[config.mk]
export PLATFORM = sky130hd
export DESIGN_NAME = opb_fifo_simulink2ppc
export DESIGN_NICKNAME = d
export VERILOG_FILES = /design/src/rtl/opb_fifo_simulink2ppc_pkg.sv /design/src/rtl/opb_fifo_simulink2ppc_sync_fifo_ctrl.sv /design/src/rtl/opb_fifo_simulink2ppc.sv
export SDC_FILE = /design/constraint.sdc
export NUM_CORES = 1
export LEC_CHECK = 0
export CORE_UTILIZATION = 59
export DETAILED_ROUTE_END_ITERATION = 8
export GPL_TIMING_DRIVEN = 1
export MAX_ROUTING_LAYER = met4
export PLACE_DENSITY = 0.8
export SYNTH_ARGS = -nofsm -noshare
export SYNTH_HDL_FRONTEND = slang
export SYNTH_HIERARCHICAL = 1
export SYNTH_SLANG_ARGS = --single-unit
[constraint.sdc]
create_clock -name OPB_Clk -period 5.1 [get_ports OPB_Clk]
set_input_delay 0.765 -clock OPB_Clk [delete_from_list [all_inputs] [get_ports OPB_Clk]]
set_output_delay 0.765 -clock OPB_Clk [all_outputs]
set_load 0.005 [all_outputs]
[src/rtl/opb_fifo_simulink2ppc_pkg.sv]
// rtl/opb_fifo_simulink2ppc_pkg.sv - register offsets, status bit positions and bus FSM states
package opb_fifo_simulink2ppc_pkg;

  localparam logic [8:0] OFF_DATA   = 9'h000;
  localparam logic [8:0] OFF_STATUS = 9'h004;
  localparam logic [8:0] OFF_CTRL   = 9'h008;

  localparam int ST_BIT_EMPTY = 31;
  localparam int ST_BIT_FULL  = 30;
  localparam int ST_BIT_OVF   = 29;

  localparam int CTRL_BIT_FLUSH   = 0;
  localparam int CTRL_BIT_CLR_OVF = 1;

  typedef enum logic [1:0] {S_IDLE, S_ACK, S_WAIT} state_t;

endpackage

[src/rtl/opb_fifo_simulink2ppc_sync_fifo_ctrl.sv]
// rtl/opb_fifo_simulink2ppc_sync_fifo_ctrl.sv - single-clock FIFO with push/pop/flush and overflow pulse
module sync_fifo_ctrl #(
  parameter int WIDTH      = 32,
  parameter int DEPTH_LOG2 = 4
) (
  input  logic                  clk,
  input  logic                  rst_n,
  input  logic                  push,
  input  logic [WIDTH-1:0]      push_data,
  input  logic                  pop,
  input  logic                  flush,
  output logic [WIDTH-1:0]      head,
  output logic                  empty,
  output logic                  full,
  output logic [DEPTH_LOG2:0]   count,
  output logic                  overflow
);

  localparam int DEPTH = 1 << DEPTH_LOG2;

  logic [WIDTH-1:0]      mem [DEPTH];
  logic [DEPTH_LOG2-1:0] wr_ptr;
  logic [DEPTH_LOG2-1:0] rd_ptr;
  logic                  do_push;
  logic                  do_pop;

  assign empty    = (count == '0);
  assign full     = (count == (DEPTH_LOG2+1)'(DEPTH));
  assign head     = mem[rd_ptr];
  // A same-cycle pop frees the slot, so a push into a full FIFO still lands.
  assign do_pop   = pop && !empty && !flush;
  assign do_push  = push && !flush && (!full || do_pop);
  assign overflow = push && !flush && full && !do_pop;

  always_ff @(posedge clk) begin
    if (do_push) mem[wr_ptr] <= push_data;
  end

  always_ff @(posedge clk) begin
    if (!rst_n || flush) begin
      wr_ptr <= '0;
      rd_ptr <= '0;
      count  <= '0;
    end else begin
      if (do_push) wr_ptr <= wr_ptr + 1'b1;
      if (do_pop)  rd_ptr <= rd_ptr + 1'b1;
      case ({do_push, do_pop})
        2'b10:   count <= count + 1'b1;
        2'b01:   count <= count - 1'b1;
        default: count <= count;
      endcase
    end
  end

endmodule

[src/rtl/opb_fifo_simulink2ppc.sv]
// rtl/opb_fifo_simulink2ppc.sv - OPB slave draining a user-fed FIFO to the PPC; OPB_FIFO_RETRY_EN retries empty reads
module opb_fifo_simulink2ppc
  import opb_fifo_simulink2ppc_pkg::*;
#(
  parameter logic [31:0] C_BASEADDR   = 32'h010B2400,
  parameter logic [31:0] C_HIGHADDR   = 32'h010B24FF,
  parameter int          C_OPB_AWIDTH = 32,
  parameter int          C_OPB_DWIDTH = 32,
  parameter int          C_DEPTH_LOG2 = 4
) (
  input  logic                    OPB_Clk,
  input  logic                    OPB_Rst_n,
  input  logic [0:C_OPB_AWIDTH-1] OPB_ABus,
  input  logic [0:3]              OPB_BE,
  input  logic [0:C_OPB_DWIDTH-1] OPB_DBus,
  input  logic                    OPB_RNW,
  input  logic                    OPB_select,
  input  logic                    OPB_seqAddr,
  output logic [0:C_OPB_DWIDTH-1] Sl_DBus,
  output logic                    Sl_xferAck,
  output logic                    Sl_errAck,
  output logic                    Sl_retry,
  output logic                    Sl_toutSup,
  input  logic [31:0]             user_data_in,
  input  logic                    user_we,
  output logic                    user_full
);

`ifdef OPB_FIFO_RETRY_EN
  localparam bit RETRY_EN = 1'b1;
`else
  localparam bit RETRY_EN = 1'b0;
`endif

  state_t                  state;
  logic [31:0]             abus_val;
  logic [31:0]             dbus_val;
  logic [8:0]              offset;
  logic                    in_window;
  logic [C_OPB_DWIDTH-1:0] head;
  logic [C_OPB_DWIDTH-1:0] status;
  logic [C_OPB_DWIDTH-1:0] rd_word;
  logic [C_OPB_DWIDTH-1:0] rd_q;
  logic                    empty;
  logic                    full;
  logic [C_DEPTH_LOG2:0]   count;
  logic                    ovf_pulse;
  logic                    ovf_sticky;
  logic                    ack_q;
  logic                    retry_q;
  logic                    pop_q;
  logic                    flush_q;
  logic                    clr_q;
  logic                    unused_ok;

  assign abus_val   = OPB_ABus;
  assign dbus_val   = OPB_DBus;
  assign offset     = abus_val[8:0];
  assign in_window  = (abus_val >= C_BASEADDR) && (abus_val <= C_HIGHADDR);
  assign unused_ok  = ^{OPB_BE, OPB_seqAddr, dbus_val[31:2]};

  assign Sl_DBus    = rd_q;
  assign Sl_xferAck = ack_q;
  assign Sl_retry   = retry_q;
  assign Sl_errAck  = 1'b0;
  assign Sl_toutSup = 1'b0;
  assign user_full  = full;

  sync_fifo_ctrl #(.WIDTH(C_OPB_DWIDTH), .DEPTH_LOG2(C_DEPTH_LOG2)) u_fifo (
    .clk       (OPB_Clk),
    .rst_n     (OPB_Rst_n),
    .push      (user_we),
    .push_data (user_data_in),
    .pop       (pop_q),
    .flush     (flush_q),
    .head      (head),
    .empty     (empty),
    .full      (full),
    .count     (count),
    .overflow  (ovf_pulse)
  );

  always_comb begin
    status                 = '0;
    status[ST_BIT_EMPTY]   = empty;
    status[ST_BIT_FULL]    = full;
    status[ST_BIT_OVF]     = ovf_sticky;
    status[C_DEPTH_LOG2:0] = count;
  end

  always_comb begin
    rd_word = '0;
    if (offset == OFF_DATA && !empty) rd_word = head;
    else if (offset == OFF_STATUS)    rd_word = status;
  end

  // Decode happens on the select edge; pop/flush/clear are committed in the ack cycle.
  always_ff @(posedge OPB_Clk) begin
    if (!OPB_Rst_n) begin
      state   <= S_IDLE;
      rd_q    <= '0;
      ack_q   <= 1'b0;
      retry_q <= 1'b0;
      pop_q   <= 1'b0;
      flush_q <= 1'b0;
      clr_q   <= 1'b0;
    end else begin
      rd_q    <= '0;
      ack_q   <= 1'b0;
      retry_q <= 1'b0;
      pop_q   <= 1'b0;
      flush_q <= 1'b0;
      clr_q   <= 1'b0;
      case (state)
        S_IDLE: if (OPB_select && in_window) begin
          state <= S_ACK;
          if (OPB_RNW && offset == OFF_DATA && empty && RETRY_EN) begin
            retry_q <= 1'b1;
          end else begin
            ack_q <= 1'b1;
            if (OPB_RNW) begin
              rd_q  <= rd_word;
              pop_q <= (offset == OFF_DATA) && !empty;
            end else if (offset == OFF_CTRL) begin
              flush_q <= dbus_val[CTRL_BIT_FLUSH];
              clr_q   <= dbus_val[CTRL_BIT_CLR_OVF];
            end
          end
        end
        S_ACK:   state <= S_WAIT;
        S_WAIT:  if (!OPB_select) state <= S_IDLE;
        default: state <= S_IDLE;
      endcase
    end
  end

  always_ff @(posedge OPB_Clk) begin
    if (!OPB_Rst_n)     ovf_sticky <= 1'b0;
    else if (ovf_pulse) ovf_sticky <= 1'b1;
    else if (clr_q)     ovf_sticky <= 1'b0;
  end

endmodule

# [Word-level counts from Yosys, hierarchy flattened]
# Memories as Yosys holds them, arrays and structs flattened. A register that Yosys moved wholly into a read port is not among the register bits.
# Cells that the tools add are included.
[totals] output_inout_bits=37 reg_bits=52 mem_count=1 ram_bits=512
[op_classes] n_lt_le_gt_ge=2 bitwise_logic=4 n_addsub=4 eq_ne=9 muxes=13 n_reduce_logical=25
[memory_table] memory="u_fifo.mem" words=16 word_bits=32 read_ports=1 rd_clocked_by_memory_dff=1 write_ports=1 line="opb_fifo_simulink2ppc_sync_fifo_ctrl.sv:21" text="logic [WIDTH-1:0] mem [DEPTH];"
[op_table] operator="two-way mux 32 bit" n=2
[op_table] operator=">= comparator 32 x 25 -> 1 bit (second input constant)" n=1
[op_table] operator="less-or-equal comparator 32 x 25 -> 1 bit (second input constant)" n=1
[op_table] operator="one-hot mux 5 bit (2 select lines)" n=1
[op_table] operator="equality test 9 x 3 -> 1 bit (second input constant)" n=1
[op_table] operator="equality test 9 x 4 -> 1 bit (second input constant)" n=1
[op_table] operator="logical AND 1 bit" n=9
[op_table] operator="zero test 9 bit" n=1
[op_table] operator="adder 4 x 1 -> 4 bit (second input constant)" n=2
[op_table] operator="two-way mux 4 bit" n=2
[op_table] operator="one-hot mux 2 bit (3 select lines)" n=1
[op_table] operator="adder 5 x 1 -> 5 bit (second input constant)" n=1
[op_table] operator="equality test 5 bit (second input constant)" n=1
[op_table] operator="zero test 1 bit" n=5
[op_table] operator="zero test 5 bit" n=1
[op_table] operator="two-way mux 1 bit" n=5
[op_table] operator="OR reduction 5 bit" n=1
[op_table] operator="subtractor 5 x 1 -> 5 bit (second input constant)" n=1
[op_table] operator="equality test 2 x 1 -> 1 bit (second input constant)" n=2
[op_table] operator="equality test 2 bit (second input constant)" n=2
[op_table] operator="two-way mux 2 bit" n=2
[op_table] operator="inequality test 2 bit (second input constant)" n=2
[op_table] operator="NOT 1 bit" n=4
[op_table] operator="AND reduction 2 bit" n=2
[op_table] operator="other kinds (4)" n=6

# [Logic depth before layout (Yosys ltp)]
[logic_depth] word_depth=8 depth_mapped=11

# [By module]
# The synthesis kept the hierarchy.
[by_module_without_submodules] mod="sync_fifo_ctrl" cells_each=839 instances=1 seq_area_each_um2=15715.1 area_each_um2=20637.3
[by_module_without_submodules] mod="opb_fifo_simulink2ppc" cells_each=128 instances=1 seq_area_each_um2=780.7 area_each_um2=1451.4

# [Worst setup path before layout]
# Ideal clock, no wire load.
[synth_path] path_type="input port to flip-flop" startpoint="in user_we" endpoint="mem u_fifo.mem[0][0], enable pin" n_path_buf=0 arrival_time_ps=4202 stages=3 slack_ps=397 path_cell_list="nor2b_1 > o21ai_1 > nor4_1"
[synth_between] elab_chain_cells=4
[synth_rtl] element="start: declaration" line="opb_fifo_simulink2ppc.sv:25" text="input logic user_we,"
[synth_rtl] element="logical AND 1 bit (2 in series)" line="opb_fifo_simulink2ppc_sync_fifo_ctrl.sv:32" text="assign do_push = push && !flush && (!full || do_pop);"
[synth_rtl] element="two-way mux 1 bit" line="opb_fifo_simulink2ppc_sync_fifo_ctrl.sv:36" text="if (do_push) mem[wr_ptr] <= push_data;"
[synth_rtl] element="two-way mux 1 bit (implied by the code)" line="opb_fifo_simulink2ppc_sync_fifo_ctrl.sv:36"
[synth_rtl] element="end: declaration" line="opb_fifo_simulink2ppc_sync_fifo_ctrl.sv:21"
# No other way between the ends.

# [Worst setup path in the final report]
[layout_path] startpoint="in user_we" endpoint="mem u_fifo.mem[10][26], enable pin"
# The elaborated chain is that of the path after synthesis.

==> summary.txt <==
Run status
  • Run status: complete, no violations

Timing
  • Slew @ Worst Pin: 1.28 ns
  • Final Hold Fails: 0
  • Max Clk Rate: 0.303 GHz
  • RSZ-0062 raised after global routing: false
  • Slew HR: 14.6%
  • Setup TNS: 0 ns
  • Final Max Tran Viols: 0
  • Clock Skew: 0.0115 ns
  • # setup viols final: 0
  • Fin crit share: 64.8%
  • Final min period: 3.30 ns

Synthesis
  • Asr flop ratio synth: 0%
  • Post-Syn Instances: 967
  • Distinct cells, synth: 58
  • Mean Syn Cell Area: 22.8 µm²
  • Total of warnings raised by yosys: 6
  • Number of synthesized flops with an enable pin: 512
  • Synthesized area: 22100 µm²
  • Commonest register cell after synthesis: edfxtp_1
  • Sequential share of the synthesized area: 74.7%
  • Seq cells post-synth: 568

Drt
  • # DRC: 0
  • Vias per cell: 6.51
  • Detailed Route Iter0 Violations: 1062
  • Via Count: 10600
  • Drt first pass iters: 8
  • Drt wl/cell: 29.2 µm
  • WL final: 47500 µm
  • DRT antenna net count: 0

Clock network
  • Setup bufs post-CTS: 0
  • Worst skew pair latency: 0.58 ns
  • Post-cts resize count: 0
  • H-tree levels: 2
  • CTS Buf Count: 55
  • CTS tree: built
  • CTS Root Cell: clkbuf_16
  • Clk buf depth: 3
  • Clock transition at the registers of the reported paths: 0.06 ns
  • CTS sink cnt: 568
  • CTS Hold Bufs: 0

Global route
  • Largest net degree at the start of global routing: 73
  • First-pass GRT wire length: 70300 µm
  • Vias in the first global route: 10900
  • Initial antenna violation count: 0
  • GRT Total Usage: 26.4%
  • Grt ovf: 0

Worst setup path
  • Worst Path Max Fanout: 25
  • CP delay by family, top: simple AND/OR/NAND/NOR gates
  • Worst r2r src: u_fifo/count[0]$_SDFFE_PP0P_
  • R2R Path End: u_fifo/count[4]$_SDFFE_PP0P_
  • Critical Path RT: 5.39 ns
  • Crit path DAT: 3.59 ns
  • Buf+Inv Stages, Crit Path: 2
  • Reg2reg path depth: 9
  • Flop2flop setup slack: 1.88 ns
  • Critical path class: primary input to flip-flop
  • Crit-path slowest cell: and2_2
  • Crit path cell chain: clkdlybuf4s50_1, nor2b_1, o21ai_1, nor3b_1, and2_2, buf_4
  • Startpoint Class: primary input
  • Largest stage delay, worst path: 0.88 ns
  • Critical path capture point type: flip-flop

Floorplanning
  • Die Y-Extent: 195 µm
  • Std-Cell Rows: 70
  • Chip Width: 195 µm
  • Initial core utilization: 60.2%
  • Die area: 38200 µm²
  • Number of top-level pins: 143
  • Core area: 36700 µm²

Placed design
  • Dpl hpwl: 24600 µm
  • Port Buffer Count: 104
  • RePlAce Congestion: 0.784

Hold path
  • Hold Path Class: flip-flop to flip-flop
  • Hold-critical path endpoint: state[1]$_SDFFE_PN0P_
  • Hold Startpoint: state[0]$_SDFFE_PN0P_
  • Hold Path Stages: 2

Finish
  • Antenna diodes: 0
  • Nets@finish: 1228
  • Area Overhead vs Synth: 14.8%
  • Most common cell after layout, fill and taps aside: edfxtp_1
  • Layout cell share with drive strength beyond 1: 23.4%
  • Most frequent cells in the layout: edfxtp_1 (512), mux4_2 (122), clkdlybuf4s50_1 (104)

Pwr
  • Power density cells: 371 nW/µm²
  • Total power: 9.41 mW
  • Worst vdd ir: 309 µV
  • Lkg Pwr: 7.98 nW

Flow run
  • Max cap viols: 0
-- per-layer routing --
metal | wire length [µm] | global-route usage [%]
met3 | 3570 | 3.85
met1 | 18300 | 34.5
met5 | 0 | -
met4 | 1250 | 8.08
met2 | 24400 | 43.5
-- state kept, by name, summed over array words and instances (netlist names), named ones only --
name,count
u_fifo/mem,512
Sl_DBus,32
u_fifo/count,5
u_fifo/rd_ptr,4
u_fifo/wr_ptr,4
state,2
Sl_xferAck,1
clr_q,1
flush_q,1
ovf_sticky,1
pop_q,1
-- worst max path at each step --
stage | start | endpoint | slack (ns) | depth (start not counted)
after floorplan | user_we | u_fifo/mem[0][0]$_DFFE_PP_ | 0.40 | 3
after global placement | user_we | u_fifo/mem[11][23]$_DFFE_PP_ | 1.43 | 6
after detailed placement | user_we | u_fifo/mem[10][23]$_DFFE_PP_ | 1.39 | 6
after CTS | user_we | u_fifo/mem[10][26]$_DFFE_PP_ | 1.94 | 6
after global routing | u_fifo/count[0]$_SDFFE_PP0P_ | u_fifo/count[4]$_SDFFE_PP0P_ | 1.65 | 9
final | user_we | u_fifo/mem[10][26]$_DFFE_PP_ | 1.80 | 6
-- area by class of cell --
class	instances	area, µm²
inverters	9	33.8
repair buffers	140	1340
fillers	2144	11300
multi-input cells	341	5110
clock buffers	75	1520
well taps	468	586
flip-flops and latches	568	16500
clock inverters	27	260
-- tightest hold or removal path, delay by kind of cell (launching register included) --
kind / cells / cell delay (ns)
flip-flops: 1 / 0.32
AO/OA/AOI/OAI: 1 / 0.07
AND/OR/NAND/NOR: 1 / 0.06
-- through the flow --
| step | setup WS, ns | hold WS [ns] | instance area, µm² | std cells | util (%) |
|---|---|---|---|---|---|
| 2_1_floorplan | 0.397 | 0.464 | 22100 | 969 | - |
| 3_3_place_gp | 1.43 | 0.475 | 23600 | 1526 | 64.2 |
| 3_5_place_dp | 1.39 | 0.485 | 23600 | 1526 | 64.2 |
| 4_1_cts | 1.94 | 0.495 | 25400 | 1628 | 69.1 |
| 5_1_grt | 1.65 | 0.534 | 25400 | 1628 | 69.1 |
| 6_report | 1.80 | 0.494 | 25400 | 1628 | 69.1 |
-- where the power goes --
group | total, mW | internal [mW] | switching (mW)
logic | 0.268 | 0.110 | 0.158
registers | 5.14 | 5.12 | 0.0192
clock network | 4.00 | 2.34 | 1.66
total | 9.41 | 7.57 | 1.84
-- kinds of logic (layout without fill, tap and decap cells) --
group                    after synthesis  in the layout  synth area share, %
AO/OA/AOI/OAI                         41             41                 1.46
flip-flops                           568            568                 74.7
multiplexers                         161            161                 17.0
XOR/XNOR                               8              8                0.317
AND/OR/NAND/NOR                      121            121                 3.60
adder cells (fa/ha/maj)                7              7                0.396
other                                  1              3               0.0170
buffers and inverters                 60            251                 2.53
-- cells in the mapped netlist, types with 2 or more instances --
| cell type | number | area (µm²) |
|---|---|---|
| xor2_1 | 3 | 26.3 |
| nor3b_2 | 8 | 100 |
| nor4_1 | 7 | 43.8 |
| buf_1 | 2 | 7.51 |
| a21boi_0 | 3 | 22.5 |
| o21ai_1 | 3 | 15.0 |
| buf_4 | 3 | 22.5 |
| and3_1 | 24 | 150 |
| and2_1 | 12 | 75.1 |
| nand3_1 | 6 | 30.0 |
| nor2b_1 | 5 | 31.3 |
| o21a_1 | 2 | 15.0 |
| inv_1 | 8 | 30.0 |
| nand2b_1 | 6 | 37.5 |
| clkbuf_1 | 9 | 33.8 |
| nor4_2 | 2 | 25.0 |
| mux4_1 | 38 | 998 |
| nand2_1 | 7 | 26.3 |
| nand4_1 | 2 | 12.5 |
| clkbuf_8 | 14 | 193 |
| a22oi_1 | 7 | 52.6 |
| a211oi_1 | 5 | 37.5 |
| a2111oi_0 | 2 | 17.5 |
| buf_8 | 6 | 90.1 |
| nor4b_1 | 3 | 26.3 |
| xnor2_1 | 5 | 43.8 |
| o211ai_1 | 3 | 22.5 |
| a21oi_1 | 4 | 20.0 |
| buf_6 | 15 | 169 |
| nor2_1 | 19 | 71.3 |
| buf_2 | 2 | 10.0 |
| nand4bb_1 | 2 | 22.5 |
| mux4_2 | 122 | 2750 |
| nor3b_1 | 2 | 15.0 |
| ha_1 | 7 | 87.6 |
| edfxtp_1 | 512 | 15400 |
| o21ai_0 | 3 | 15.0 |
| dfxtp_1 | 56 | 1120 |
| nor3_1 | 8 | 40.0 |
| o2111a_1 | 2 | 22.5 |
Power figures use the tool's default switching activity.
